File: src/rtl/fir_pkg.sv
// Shared widths and FSM encoding for the serial FIR engine and its coefficient ROM.
package fir_pkg;

  // Address width for a memory of n words; a single-word memory still gets one bit.
  function automatic int clog2_ceil(input int n);
    int r;
    r = 0;
    while ((1 << r) < n) r++;
    return (r < 1) ? 1 : r;
  endfunction

  function automatic int acc_width(input int win, input int wc, input int ncoef);
    return win + wc + clog2_ceil(ncoef);
  endfunction

  typedef enum logic [1:0] {
    ST_IDLE  = 2'd0,
    ST_MAC   = 2'd1,
    ST_FLUSH = 2'd2,
    ST_OUT   = 2'd3
  } state_e;

endpackage

File: src/rtl/fir_delay_line.sv
// Sample shift register for the serial FIR; the tap selected by rd_idx_i is
// registered so it lines up with the one-cycle ROM read latency.
module fir_delay_line #(
  parameter int Num_coef = 17,
  parameter int Win      = 16,
  parameter int Aw       = 5
) (
  input  logic           clk_i,
  input  logic           rst_n_i,
  input  logic           shift_en_i,
  input  logic [Win-1:0] x_i,
  input  logic [Aw-1:0]  rd_idx_i,
  output logic [Win-1:0] d_o
);

  logic [Win-1:0] taps_q [Num_coef];
  logic [Win-1:0] d_q;

  always_ff @(posedge clk_i) begin
    if (!rst_n_i) begin
      for (int i = 0; i < Num_coef; i++) taps_q[i] <= '0;
      d_q <= '0;
    end else begin
      if (shift_en_i) begin
        taps_q[0] <= x_i;
        for (int i = 1; i < Num_coef; i++) taps_q[i] <= taps_q[i-1];
      end
      d_q <= taps_q[rd_idx_i];
    end
  end

  assign d_o = d_q;

endmodule

File: src/rtl/fir_serial_mac.sv
// Serial single-multiplier FIR: one output per accepted sample, Num_coef+2 cycles later.
// Build option FIR_SAT_EN clamps the scaled result to the output range instead of wrapping.
//
// state    | meaning
// ST_IDLE  | ready high, waiting for x_valid
// ST_MAC   | walk coef_addr 0..Num_coef-1, accumulate from the second cycle
// ST_FLUSH | accumulate the last tap product
// ST_OUT   | register y_out and raise y_valid
module fir_serial_mac
  import fir_pkg::*;
#(
  parameter  int Wc       = 18,
  parameter  int Num_coef = 17,
  parameter  int Win      = 16,
  parameter  int Wout     = 16,
  localparam int Aw       = clog2_ceil(Num_coef)
) (
  input  logic                   clk,
  input  logic                   rst_n,
  input  logic signed [Win-1:0]  x_in,
  input  logic                   x_valid,
  output logic                   ready,
  output logic [Aw-1:0]          coef_addr,
  input  logic signed [Wc-1:0]   coef_data,
  output logic signed [Wout-1:0] y_out,
  output logic                   y_valid
);

  localparam int Wprod = Win + Wc;
  localparam int Wacc  = acc_width(Win, Wc, Num_coef);
  localparam logic [Aw-1:0] KLast = Aw'(Num_coef - 1);

  state_e                 state_q, state_d;
  logic [Aw-1:0]          k_q, k_d;
  logic signed [Wacc-1:0] acc_q, acc_d;
  logic signed [Wout-1:0] y_q, y_d;
  logic                   yv_q, yv_d;
  logic                   accept;
  logic                   acc_en;
  logic [Win-1:0]         d_al;
  logic signed [Wprod-1:0] prod;
  logic signed [Wacc-1:0] prod_ext;
  logic signed [Wout-1:0] y_fmt;

  assign accept = (state_q == ST_IDLE) && x_valid;

  fir_delay_line #(
    .Num_coef (Num_coef),
    .Win      (Win),
    .Aw       (Aw)
  ) u_delay_line (
    .clk_i      (clk),
    .rst_n_i    (rst_n),
    .shift_en_i (accept),
    .x_i        (x_in),
    .rd_idx_i   (k_q),
    .d_o        (d_al)
  );

  assign prod     = $signed(d_al) * coef_data;
  assign prod_ext = {{(Wacc - Wprod){prod[Wprod-1]}}, prod};

`ifdef FIR_SAT_EN
  localparam logic signed [Wacc-1:0] YMax = {{(Wacc - Wout + 1){1'b0}}, {(Wout - 1){1'b1}}};
  localparam logic signed [Wacc-1:0] YMin = {{(Wacc - Wout + 1){1'b1}}, {(Wout - 1){1'b0}}};
  logic signed [Wacc-1:0] scaled;

  assign scaled = acc_q >>> (Wc - 1);

  always_comb begin
    if (scaled > YMax)      y_fmt = YMax[Wout-1:0];
    else if (scaled < YMin) y_fmt = YMin[Wout-1:0];
    else                    y_fmt = scaled[Wout-1:0];
  end
`else
  // Wrapping output is just a bit slice of the accumulator.
  assign y_fmt = acc_q[Wc-1 +: Wout];
`endif

  always_ff @(posedge clk) begin
    if (!rst_n) state_q <= ST_IDLE;
    else        state_q <= state_d;
  end

  always_comb begin
    state_d = state_q;
    unique case (state_q)
      ST_IDLE:  if (x_valid) state_d = ST_MAC;
      ST_MAC:   if (k_q == KLast) state_d = ST_FLUSH;
      ST_FLUSH: state_d = ST_OUT;
      ST_OUT:   state_d = ST_IDLE;
      default:  state_d = ST_IDLE;
    endcase
  end

  always_comb begin
    k_d    = k_q;
    acc_d  = acc_q;
    y_d    = y_q;
    yv_d   = 1'b0;
    // First MAC cycle only primes the ROM and alignment register.
    acc_en = ((state_q == ST_MAC) && (k_q != '0)) || (state_q == ST_FLUSH);
    if (accept) begin
      k_d   = '0;
      acc_d = '0;
    end
    if ((state_q == ST_MAC) && (k_q != KLast)) k_d = k_q + Aw'(1);
    if (acc_en) acc_d = acc_q + prod_ext;
    if (state_q == ST_OUT) begin
      y_d  = y_fmt;
      yv_d = 1'b1;
    end
  end

  always_ff @(posedge clk) begin
    if (!rst_n) begin
      k_q   <= '0;
      acc_q <= '0;
      y_q   <= '0;
      yv_q  <= 1'b0;
    end else begin
      k_q   <= k_d;
      acc_q <= acc_d;
      y_q   <= y_d;
      yv_q  <= yv_d;
    end
  end

  assign ready     = (state_q == ST_IDLE);
  assign coef_addr = k_q;
  assign y_out     = y_q;
  assign y_valid   = yv_q;

endmodule
File: config.mk
export PLATFORM = sky130hd
export DESIGN_NAME = fir_serial_mac
export DESIGN_NICKNAME = d
export VERILOG_FILES = /design/src/rtl/fir_pkg.sv /design/src/rtl/fir_delay_line.sv /design/src/rtl/fir_serial_mac.sv
export SDC_FILE = /design/constraint.sdc
export NUM_CORES = 1
export LEC_CHECK = 0
export CORE_ASPECT_RATIO = 1.2
export CORE_UTILIZATION = 60
export DETAILED_ROUTE_END_ITERATION = 8
export PLACE_DENSITY = 0.79
export SETUP_SLACK_MARGIN = 0.05
export SLEW_MARGIN = 20
export SYNTH_ARGS = -nofsm -noshare
export SYNTH_HDL_FRONTEND = slang
export SYNTH_HIERARCHICAL = 1
export SYNTH_SLANG_ARGS = --single-unit
File: constraint.sdc
create_clock -name clk -period 24.8 [get_ports clk]
set_input_delay 3.72 -clock clk [delete_from_list [all_inputs] [get_ports clk]]
set_output_delay 3.72 -clock clk [all_outputs]
set_load 0.01 [all_outputs]
; Word level (Yosys, flattened, before mapping)
; Memory sizes are Yosys's and may differ from the RTL's. A register that Yosys moved wholly into a read port is not among the register bits.
; Index checks and enable logic that the tools add are counted.
[classes]
n_addsub = 2
multipliers = 1
div = 0
magnitude_cmp = 0
n_eq_ne = 7
shifts = 0
muxes = 29
bitwise = 17
reduce_logical = 10
[op_table]
columns = op, count
row1 = 16-bit 2-to-1 mux, 17
row2 = 39-bit 2-to-1 mux, 2
row3 = 39-bit by 34-bit adder with 39-bit output, 1
row4 = 16-bit by 18-bit multiplier with 34-bit output, 1
row5 = 1-bit bitwise OR, 17
row6 = 5-bit 2-to-1 mux, 2
row7 = 2-bit case mux with 4 select lines, 1
row8 = 5-bit by 1-bit adder with 5-bit output (second input constant), 1
row9 = 5-bit equality test (second input constant), 1
row10 = 1-bit 2-to-1 mux, 5
row11 = 5-bit inequality test (second input constant), 1
row12 = 5-bit nonzero test, 1
row13 = 2-bit equality test (second input constant), 2
row14 = 2-bit 2-to-1 mux, 2
row15 = 2-bit inequality test (second input constant), 2
row16 = 2-bit nonzero test, 2
row17 = 1-bit logical AND, 3
row18 = 2-bit by 1-bit equality test with 1-bit output (second input constant), 1
row19 = 2-bit logical NOT, 1
row20 = 2-bit AND reduction, 1
row21 = 1-bit logical NOT, 1
row22 = 1-bit logical OR, 1
[totals]
register_bits = 63
latch_bits = 0
mem_bits_rw = 272
romBits = 0
wordCells = 72
n_memories = 1
[mem_list]
columns = memory, depth, word_bits, read_ports, rd_clocked_by_memory_dff, write_ports, line_no
row1 = u_delay_line.taps_q, 17, 16, 17, 1, 17, fir_delay_line.sv:16  ; logic [Win-1:0] taps_q [Num_coef];

; Longest topological paths before layout
; Gate-level depths: netlist of run 1.
[logic_depth]
ltp_word = 6
mapped_depth = 23

; Modules after synthesis
; The synthesis of run 1 kept the hierarchy.
[modules_own_cells]
columns = module, instances, cells_per_inst, area_each_um2, seq_area_each_um2
row1 = fir_serial_mac, 1, 1511, 13803.2, 1141.1
row2 = fir_delay_line, 1, 933, 12854.8, 8488.1

; Worst setup path after synthesis of run 1
; OpenSTA, ideal clock, no wires.
[synth_path]
kind = input-to-reg
start = input x_valid
end = memory u_delay_line.taps_q[0][0], enable pin
setup_ns = 0.683
arrival_time_ns = 10.684
required_time_ns = 24.117
setup_slack_ns = 13.433
stages = 4
path_cell_list = nand2_1 > inv_1 > clkbuf_1 > nand2b_1
[synth_lines]
columns = element, line_no
row1 = from (decl), fir_serial_mac.sv:21  ; input logic x_valid,
row2 = to (decl), fir_delay_line.sv:16

; Final worst setup path of run 1
[layout_path]
start = input coef_data[17]
end = register acc_q[28]
[layout_via]
elab_chain_cells = 3
[layout_lines]
columns = element, line_no
row1 = from (decl), fir_serial_mac.sv:24  ; input logic signed [Wc-1:0] coef_data,
row2 = 16-bit by 18-bit multiplier with 34-bit output, fir_serial_mac.sv:60  ; assign prod = $signed(d_al) * coef_data;
row3 = 39-bit by 34-bit adder with 39-bit output, fir_serial_mac.sv:108  ; if (acc_en) acc_d = acc_q + prod_ext;
row4 = 39-bit 2-to-1 mux, fir_serial_mac.sv:108
row5 = to (signal assigned), fir_serial_mac.sv:118  ; acc_q <= '0;
row6 = to (signal assigned), fir_serial_mac.sv:123  ; acc_q <= acc_d;
row7 = to (decl), fir_serial_mac.sv:35  ; logic signed [Wacc-1:0] acc_q, acc_d;
; No other way between the ends.
; A chain may end at the register's enable or synchronous reset.

==> results of run 1 <==
synthesized netlist by cell type, types with 2 or more instances:
cell / number / area share [%]
buf_2: 9 / 0.17
nor2_1: 32 / 0.45
buf_8: 4 / 0.23
inv_1: 365 / 5.1
nand3_1: 72 / 1.4
a22o_1: 2 / 0.066
mux2i_1: 145 / 5.4
fa_1: 315 / 24
a21o_1: 12 / 0.34
ha_1: 105 / 4.9
xnor2_1: 26 / 0.85
edfxtp_1: 272 / 31
and2_1: 142 / 3.3
o22ai_1: 2 / 0.047
nand2_1: 211 / 3.0
o211ai_1: 5 / 0.14
buf_12: 5 / 0.38
o21ai_0: 28 / 0.53
buf_6: 4 / 0.17
a31oi_1: 8 / 0.19
nand4_1: 5 / 0.12
and3_1: 275 / 6.5
o21a_1: 2 / 0.056
nor2b_1: 21 / 0.49
xor2_1: 11 / 0.36
a21boi_0: 11 / 0.31
o21bai_1: 9 / 0.25
a22oi_1: 49 / 1.4
o21ai_1: 6 / 0.11
nand3b_1: 2 / 0.056
nor3_1: 7 / 0.13
nand2b_1: 7 / 0.16
nor3b_1: 2 / 0.056
dfxtp_1: 73 / 5.5
o31ai_1: 4 / 0.11
a21oi_2: 2 / 0.066
clkbuf_1: 127 / 1.8
or3_1: 3 / 0.070
a21oi_1: 45 / 0.84
per-stage QoR:
step                      instance area [um^2]  hold WS, ns  setup WS [ns]
after global routing                     28400        0.482          14.67
final                                    28400        0.460          15.00
after CTS                                28400        0.463          15.06
after detailed placement                 27300        0.447          14.49
after floorplan                          26700        0.418          13.43
after global placement                   27300        0.436          14.71
registers in the layout, summed over array words and instances, names as in the netlist:
name / cells
acc_q: 33
coef_addr: 5
state_q: 2
u_delay_line/d_o: 16
u_delay_line/taps_q: 272
y_out: 16
y_valid: 1
cells in the final DEF, fill, tap and decap left out, types with 31 or more instances in the layout:
master / instances
a22oi_1: 49
nand3_1: 72
clkbuf_16: 31
and3_1: 275
ha_1: 105
a21oi_1: 44
mux2i_1: 145
nor2_1: 31
and2_1: 141
nand2_1: 211
dfxtp_1: 72
inv_1: 364
clkdlybuf4s50_1: 58
fa_1: 315
edfxtp_1: 272
critical path: stages:
cell and delay (ns):
clkdlybuf4s50_1 0.83, nand2_1 0.24, inv_1 0.16, fa_1 0.52, fa_1 0.54, inv_1 0.06
fa_1 0.50, inv_1 0.05, fa_1 0.49, fa_1 0.49, inv_1 0.05, fa_1 0.49
inv_1 0.05, ha_1 0.33, a21oi_1 0.25, o21ai_1 0.15, nor3_1 0.22, nand3_1 0.20
a31oi_1 0.43, o21ai_0 0.20, xnor2_1 0.16, o21ai_0 0.16
metal layers:
layer	share of wire [%]	up-vias	global-route usage, %
met5	0	-	0
met4	3.1	0	9.42
met3	6.7	132	3.15
met2	49	686	44.4
met1	42	9028	36.9
li1	-	7974	-
worst max path at each step:
stage / from / to / slack [ns] / cells past startpoint
6_report: coef_data[17] / acc_q[28] / 15.00 / 22
5_1_grt: coef_data[17] / acc_q[26] / 14.67 / 22
3_5_place_dp: coef_data[17] / acc_q[31] / 14.49 / 18
4_1_cts: coef_data[17] / acc_q[31] / 15.06 / 18
2_1_floorplan: x_valid / u_delay_line/taps_q[0][0] / 13.43 / 4
3_3_place_gp: coef_data[17] / acc_q[31] / 14.71 / 18
final cells by class:
type,count,area share (%)
multi-input cells,1582,52.5
flip-flops and latches,345,33.9
inverters,365,4.83
clock buffers,37,2.84
well taps,559,2.46
repair buffers,72,2.44
clock inverters,21,1.04
cells by family after synthesis:
family | count (synthesis) | synth area share (%)
AO/OA/AOI/OAI | 195 | 4.84
XOR/XNOR | 37 | 1.22
adder cells (fa/ha/maj) | 420 | 28.6
buffers and inverters | 517 | 7.93
flip-flops | 345 | 36.1
multiplexers | 145 | 5.44
AND/OR/NAND/NOR | 785 | 15.9
==> impl_results.md, run 1 <==
- Post-DP HPWL: 41.1 mm
- Post-Synthesis Cells: 2444
- Part of the cycle the worst path needs: 39.5%
- First-pass GRT wire length: 97.7 mm
- Nets: approximately 2900
- Initial Utilization: 60.8%
- Outcome: complete, no violations
- Sequential area share after synthesis: 36.1%
- H-tree Lvls: 1
- R2R Setup Slk: roughly 18 ns
- TritonCTS clock tree: done
- Reg2Reg Depth: 21
- Post-Route Setup TNS: 0 ns
- Synth Cell Area: about 27000 um^2
- Row Count: 84
- Clock root cell: clkbuf_16
- DP Cell Count: 2923
- Mean area per synthesized cell: between 10 and 15 um^2
- Reg-to-reg endpoint: acc_q[28]
- Vias in the first global route: 18891
- CTS Buffer Depth: 3
- Fin. max-slew vios: 0
- Layout cells sized above 1: 3.34%
- CTS buffer count: 31
- Synth-to-Final Area Change: 6.69%
- Die area: 45300 um^2
- Final setup fails: 0
- Ports: 60
- Critical Path RT: 25.29 ns
- Global Route Usage Sum: 26.9%
- Minimum clock period: 9.80 ns
- Critical Path Fanout Max: 17
- Post-CTS setup buffer count: 0
- Drt via density: 5.98
- Vert. Die Dim: 233 um
- Chip Width: 194 um
- # DRC: 0
- Non-filler cells in the finished layout: 2981
- Ys Warns: 6
- Antenna diode count: 0
- Top FF cell, synth: edfxtp_1
- Layout Skew: between 0.015 and 0.02 ns
- Hold crit path type: reg -> reg
- Core box area: 43800 um^2
- Synth Register Bits: 345
- WL/cell: 19.7 um
- Worst setup SP type: input pin
- Post-route core utilization: around two thirds
- Fillers: 3306
- Setup crit end kind: flop
- Fmax: 102 MHz
- RSZ-0062 raised after global routing: false
- Multi-input logic area: 14900 um^2
- Max_cap viols: 0
- Slew Limit Headroom: 17.1%
- Vias: 17820
- Hold Path Origin: u_delay_line/taps_q[16][6]
- Worst-margin pin slew: approximately 1.2 ns
- Final hold vios: 0
- Post-CTS sizing: 0
- Antenna Nets Post-Route: 0
- IO buf count: 59
- Routability cong.: 0.890
- Crit path kind: in -> reg
- Clk Latency, worst-skew pair: 0.58 ns
- Hold Crit Depth: 2
- Pre-antenna DRT Iters: 5
- Routed wire length: 58.6 mm
- Post-synth EDFFs: 272
- CTS clk-pin slew, worst paths: 0.07 ns
- Total grt overflow: 0
- FFs w/ async S/R, synth: 0%
- Initial antenna violation count: 0
- Arrival @ worst endpoint: 10.29 ns
- Largest net degree at the start of global routing: 140
- Clock Sinks: around 350
- Hold Path End: u_delay_line/d_o[6]
- Reg2reg start: u_delay_line/d_o[1]
- Initial DRC Count: roughly 1400
- Netlist cell types: slightly below 60
- Hold-fix buffers at CTS: 0
- Mapped Nets: 2901
- Register Area: about 9600 um^2
Power of run 1 is left out: the tool's default activity adds up to more than one toggle a clock period on the data nets, which glitch-free logic cannot reach.
==> run 2, diff against run 1 <==
==> constraint.sdc (replaced) <==
create_clock -name clk -period 9.78 [get_ports clk]
set_input_delay 1.467 -clock clk [delete_from_list [all_inputs] [get_ports clk]]
set_output_delay 1.467 -clock clk [all_outputs]
set_load 0.01 [all_outputs]
==> run 2 against run 1 <==
Net effect:
- register-to-register slack got worse by 15 ns
- core utilization barely moved
- routed wire length fell by 0.82%
- cell count rose by 0.10%
- clock-buffer cell count rose by 7
- sequential cell count did not move
- cell area barely moved
- largest cell class unchanged
- highest routed layer unchanged
==> impl_results.md, run 2 (synthesis gave the netlist of run 1 again) <==
- Minimum clock period: about 7.5 ns
- Max reg flops: 272 (unchanged)
- Slew Limit Headroom: 23.5% (was 17.1%)
- Largest net degree at the start of global routing: 140 (unchanged)
- CTS Buffer Depth: 3 (unchanged)
- First-pass GRT wire length: 97.2 mm (was 97.7 mm)
- CTS buffer count: 34 (was 31)
- Vias: 17710 (was 17820)
- Multi-input logic area: 14900 um^2 (unchanged)
- Worst-margin pin slew: 1.15 ns (was 1.24 ns)
- Global Route Usage Sum: 26.8% (was 26.9%)
- Crit-path max cell delay: 0.72 ns (was 0.83 ns)
- Hold-fix buffers at CTS: 0 (unchanged)
- Fillers: 3338 (was 3306)
- Outcome: complete, no violations (unchanged)
- WL/cell: 19.5 um (was 19.7 um)
- Part of the cycle the worst path needs: 76.9%
- Chip Width: 194 um (unchanged)
- Core box area: 43800 um^2 (unchanged)
- Routed wire length: 58.1 mm (was 58.6 mm)
- Post-CTS setup buffer count: 0 (unchanged)
- CTS clk-pin slew, worst paths: 0.07 ns (about the same)
- Vert. Die Dim: 233 um (unchanged)
- Register Area: 9630 um^2 (unchanged)
- Vias in the first global route: 18787 (was 18891)
- Layout Skew: 0.0187 ns (was 0.0179 ns)
- Fin. max-slew vios: 0 (unchanged)
- Hold crit path type: reg -> reg (unchanged)
- Crit path kind: in -> reg (unchanged)
- Nets: 2859 (was 2854)
- Final hold vios: 0 (unchanged)
- Initial DRC Count: 1461 (was 1404)
- Pre-antenna DRT Iters: 7 (was 5)
- Clock Sinks: 345 (unchanged)
- Initial antenna violation count: 0 (unchanged)
- CP most frequent cell: fa_1 (unchanged)
- Initial Utilization: 60.8% (unchanged)
- H-tree Lvls: 2 (was 1)
- Buf+Inv Stages, Crit Path: 6 (unchanged)
- Clock root cell: clkbuf_16 (unchanged)
- Row Count: 84 (unchanged)
- Clk Latency, worst-skew pair: 0.53 ns (was 0.58 ns)
- Max_cap viols: 0 (unchanged)
- Most common cell after layout, fill and taps aside: inv_1 (unchanged)
- Antenna Nets Post-Route: 0 (unchanged)
- IO buf count: 59 (unchanged)
- Total grt overflow: 0 (unchanged)
- Antenna diode count: 0 (unchanged)
- TritonCTS clock tree: done (unchanged)
- Drt via density: 5.93 (was 5.98)
- Setup crit end kind: flop (unchanged)
- Worst setup SP type: input pin (unchanged)
- Post-CTS sizing: 0 (unchanged)
- Worst path top cell family by delay: adder cells (unchanged)
- Post-Route Setup TNS: 0 ns (unchanged)
- Synth-to-Final Area Change: 6.61% (was 6.69%)
- Fmax: ~130 MHz
- Post-DP HPWL: 40.9 mm (was 41.1 mm)
- Crit-path cells: clkdlybuf4s50_1 > nand2_1 > inv_1 > fa_1 > inv_1 > fa_1 > fa_1 > inv_1 > fa_1 > fa_1 > inv_1 > fa_1 > inv_1 > ha_1 > and3_1 > nand2_1 > nor4_1 > o2111ai_1 > a31oi_1 > nand4b_1 > o211ai_1 (was clkdlybuf4s50_1 > nand2_1 > inv_1 > fa_1 > fa_1 > inv_1 > fa_1 > inv_1 > fa_1 > fa_1 > inv_1 > fa_1 > inv_1 > ha_1 > a21oi_1 > o21ai_1 > nor3_1 > nand3_1 > a31oi_1 > o21ai_0 > xnor2_1 > o21ai_0)
- Largest Register: u_delay_line/taps_q (unchanged)
- Layout cells sized above 1: 3.26% (was 3.34%)
- Critical Path Fanout Max: 17 (unchanged)
- RSZ-0062 raised after global routing: false (unchanged)
- Final setup fails: 0 (unchanged)
- # DRC: 0 (unchanged)
- Routability cong.: 0.888 (was 0.890)
- Ports: 60 (unchanged)
- Most frequent cells in the layout: 364 x inv_1, 315 x fa_1, 275 x and3_1 (unchanged)
- Die area: 45300 um^2 (unchanged)
- Arrival @ worst endpoint: 7.96 ns (was 10.29 ns)
- Largest registers: u_delay_line/taps_q: 272 flops, acc_q: 33 flops (unchanged)
- Crit-path slowest cell: fa_1 (was clkdlybuf4s50_1)
- Critical Path RT: 10.22 ns (was 25.29 ns)
-- run 2: per-stage QoR --
step / cell area, um^2 / setup WS [ns] / hold WS [ns] / std cells / util, %
3_3_place_gp: 27300 / 1.95 / 0.433 / 2923 / 62.4
4_1_cts: 28400 / 2.33 / 0.463 / 2982 / 64.8
6_report: 28400 / 2.26 / 0.455 / 2984 / 64.8
3_5_place_dp: 27300 / 1.80 / 0.441 / 2923 / 62.4
2_1_floorplan: 26700 / 0.666 / 0.418 / 2444 / -
5_1_grt: 28400 / 1.94 / 0.486 / 2984 / 64.8
-- run 2: final timing paths --
check | from | endpoint | slack, ns | cells past startpoint
max | coef_data[17] | acc_q[31] | 2.26 | 21
min | u_delay_line/taps_q[16][4] | u_delay_line/d_o[4] | 0.45 | 2
max reg2reg | u_delay_line/d_o[2] | acc_q[31] | 3.18 | 17
min reg2reg | u_delay_line/taps_q[16][4] | u_delay_line/d_o[4] | 0.45 | 2
-- run 2: tightest hold or removal path, delay by kind of cell, from the launching register on --
family	cells	cell delay, ns
flip-flops	1	0.33
AND/OR/NAND/NOR	2	0.10
-- run 2: routing by layer --
| metal | GRT usage [%] | wire (um) | up-vias |
|---|---|---|---|
| met3 | 3.33 | 3640 | 119 |
| met4 | 8.68 | 1560 | 0 |
| met1 | 36.6 | 24400 | 9007 |
| met5 | 0 | 0 | - |
| li1 | - | - | 7968 |
| met2 | 44.5 | 28500 | 616 |
-- run 2: layout make-up --
class,count,share of cell area [%]
Multi-Input combinational cell,1582,52.6
Sequential cell,345,33.9
Inverter,365,4.84
Clock buffer,44,3.20
Timing Repair Buffer,74,2.54
Tap cell,559,2.46
Clock inverter,15,0.506
Power of run 2 is left out for the same reason.
==> run 3, diff against run 2 <==
==> constraint.sdc (replaced) <==
create_clock -name clk -period 7.12 [get_ports clk]
set_input_delay 1.068 -clock clk [delete_from_list [all_inputs] [get_ports clk]]
set_output_delay 1.068 -clock clk [all_outputs]
set_load 0.01 [all_outputs]
==> run 3 against run 2 <==
Net effect:
- worst setup slack lost 1.9 ns
- worst hold slack improved by 0.0010 ns
- register-to-register slack lost 2.4 ns
- critical path type unchanged
- core utilization grew 1.5 points
- die area unchanged
- clock-buffer cell count is 2 lower
- cell area grew 2.3%
- critical endpoint is now acc_q[32]
- highest routed layer unchanged
- largest cell class unchanged
==> impl_results.md, run 3 (synthesis gave the netlist of run 1 again) <==
- Crit-path max cell delay: 0.67 ns (was 0.72 ns)
- RSZ-0062 raised after global routing: false (unchanged)
- Worst setup SP type: input pin (unchanged)
- Post-DP HPWL: 42.6 mm (was 40.9 mm)
- Largest Register: u_delay_line/taps_q (unchanged)
- Vias in the first global route: 19049 (was 18787)
- Critical Path Source: coef_data[4] (was coef_data[17])
- IO buf count: 59 (unchanged)
- Initial DRC Count: 1614 (was 1461)
- WL/cell: 19.3 um (was 19.5 um)
- Layout cells sized above 1: 6.32% (was 3.26%)
- Crit-path cells: clkdlybuf4s50_1 > buf_4 > and2_1 > fa_1 > inv_1 > fa_1 > fa_1 > inv_1 > fa_1 > fa_1 > inv_1 > fa_1 > inv_1 > ha_1 > nand2_1 > nor3_1 > nand3_1 > nand3_1 > a31oi_1 > buf_4 > o31ai_1 > buf_4 > xnor2_1 > o21ai_1 (was clkdlybuf4s50_1 > nand2_1 > inv_1 > fa_1 > inv_1 > fa_1 > fa_1 > inv_1 > fa_1 > fa_1 > inv_1 > fa_1 > inv_1 > ha_1 > and3_1 > nand2_1 > nor4_1 > o2111ai_1 > a31oi_1 > nand4b_1 > o211ai_1)
- Max reg flops: 272 (unchanged)
- Slew Limit Headroom: 16.7% (was 23.5%)
- Critical Path RT: 7.51 ns (was 10.22 ns)
- Buf+Inv Stages, Crit Path: 8 (was 6)
- Ports: 60 (unchanged)
- Routed wire length: 59.2 mm (was 58.1 mm)
- Final setup fails: 0 (unchanged)
- Vert. Die Dim: 233 um (unchanged)
- Crit path kind: in -> reg (unchanged)
- Post-CTS setup buffer count: 0 (unchanged)
- First-pass GRT wire length: 98.2 mm (was 97.2 mm)
- CTS clk-pin slew, worst paths: 0.06 ns (was 0.07 ns)
- H-tree Lvls: 2 (unchanged)
- Part of the cycle the worst path needs: between 90% and 100%
- Max_cap viols: 0 (unchanged)
- Setup crit end kind: flop (unchanged)
- Global Route Usage Sum: 27.3% (was 26.8%)
- Placed cell areas: 28000 um^2 (was 27300 um^2)
- Reg-to-reg endpoint: acc_q[32] (was acc_q[31])
- Hold crit path type: reg -> reg (unchanged)
- Worst-margin pin slew: 1.25 ns (was 1.15 ns)
- Arrival @ worst endpoint: 7.13 ns (was 7.96 ns)
- Initial antenna violation count: 0 (unchanged)
- Clock root cell: clkbuf_16 (unchanged)
- Largest net degree at the start of global routing: 156 (was 140)
- Total grt overflow: 0 (unchanged)
- Final hold vios: 0 (unchanged)
- Reg2Reg Depth: 21 (was 17)
- Antenna diode count: 0 (unchanged)
- Most common cell after layout, fill and taps aside: inv_1 (unchanged)
- Setup WS pre-CTS: -0.0444 ns (was 1.80 ns)
- CP most frequent cell: fa_1 (unchanged)
- Clock Sinks: 345 (unchanged)
- TritonCTS clock tree: done (unchanged)
- Chip Width: 194 um (unchanged)
- Crit-path slowest cell: clkdlybuf4s50_1 (was fa_1)
- Synth-to-Final Area Change: 9.07% (was 6.61%)
- Largest registers: u_delay_line/taps_q: 272 flops, acc_q: 33 flops (unchanged)
- Initial Utilization: 60.8% (unchanged)
- # DRC: 0 (unchanged)
- Hold Path Origin: u_delay_line/taps_q[16][3] (was u_delay_line/taps_q[16][4])
- CTS buffer count: 34 (unchanged)
- Outcome: complete, no violations (unchanged)
- Routability cong.: 0.973 (was 0.888)
- Hold-fix buffers at CTS: 0 (unchanged)
- Row Count: 84 (unchanged)
- Minimum clock period: 6.74 ns
- Reg2reg start: u_delay_line/d_o[2] (unchanged)
- Setup crit end: acc_q[32] (was acc_q[31])
- Vias: 17953 (was 17710)
- Drt via density: 5.87 (was 5.93)
- Fin. max-slew vios: 0 (unchanged)
- Core box area: 43800 um^2 (unchanged)
- Layout Skew: 0.0241 ns (was 0.0187 ns)
- Fmax: 148 MHz
- Die area: 45300 um^2 (unchanged)
- Nets: 2935 (was 2859)
- Crit path depth: 24 (was 21)
- DP Cell Count: 3000 (was 2923)
- Non-filler cells in the finished layout: 3059 (was 2984)
- Worst setup margin: 0.382 ns (was 2.26 ns)
- Pre-antenna DRT Iters: 6 (was 7)
- Most frequent cells in the layout: 364 x inv_1, 315 x fa_1, 275 x and3_1 (unchanged)
- CTS Buffer Depth: 3 (unchanged)
- Antenna Nets Post-Route: 0 (unchanged)
- Fillers: 3262 (was 3338)
- Critical Path Fanout Max: 9 (was 17)
- Post-Route Setup TNS: 0 ns (unchanged)
- Post-CTS sizing: 0 (unchanged)
- R2R Setup Slk: 0.78 ns (was 3.18 ns)
- Worst path top cell family by delay: adder cells (unchanged)
- Design Area, Final: 29100 um^2 (was 28400 um^2)
- Clk Latency, worst-skew pair: 0.54 ns (was 0.53 ns)
[run 3: changes by cell type in the layout (fill, tap and decap cells not counted), sizes merged]
cell / change
clkbuf: -2
buf: +76
bufinv: +1
clkinv: +1
clkinvlp: -1
[run 3: stage by stage]
stage	hold slack, ns	utilization [%]
5_1_grt	0.490	66.3
6_report	0.456	66.3
2_1_floorplan	0.418	-
4_1_cts	0.449	66.3
3_5_place_dp	0.435	63.8
3_3_place_gp	0.441	63.8
[run 3: area by class of cell]
class / count / area [um^2] / share of cell area (%)
multi-input cells: 1582 / 14900 / 51.4
repair buffers: 150 / 1340 / 4.60
flip-flops and latches: 345 / 9630 / 33.1
clock inverters: 16 / 185 / 0.637
inverters: 365 / 1380 / 4.73
clock buffers: 42 / 911 / 3.13
well taps: 559 / 699 / 2.41
[run 3: worst min path at each step]
stage	cells past startpoint	to
6_report	2	u_delay_line/d_o[3]
5_1_grt	2	u_delay_line/d_o[13]
4_1_cts	2	u_delay_line/d_o[3]
3_5_place_dp	2	u_delay_line/d_o[3]
3_3_place_gp	2	u_delay_line/d_o[14]
2_1_floorplan	2	u_delay_line/d_o[0]
[run 3: worst reg2reg max path, stage by stage (launching register included)]
cell      delay [ns]
dfxtp_1         0.85
nand2_1         0.19
inv_1           0.12
fa_1            0.46
buf_4           0.19
fa_1            0.64
buf_4           0.22
fa_1            0.45
fa_1            0.50
fa_1            0.51
inv_1           0.07
fa_1            0.49
inv_1           0.06
ha_1            0.29
a21o_1          0.16
a21oi_1         0.20
o21bai_1        0.11
a31oi_1         0.19
o31ai_1         0.11
buf_4           0.15
xnor2_1         0.17
o21ai_1         0.07
[run 3: metal layers]
metal	global-route usage (%)	wire length (um)	part of all wire (%)	vias up
li1	-	-	-	8126
met1	35.2	24000	41	9006
met2	46.8	29100	49	654
met3	3.52	3720	6.3	167
met4	11.4	2370	4.0	0
met5	0	0	0	-
Power of run 3 is left out for the same reason.
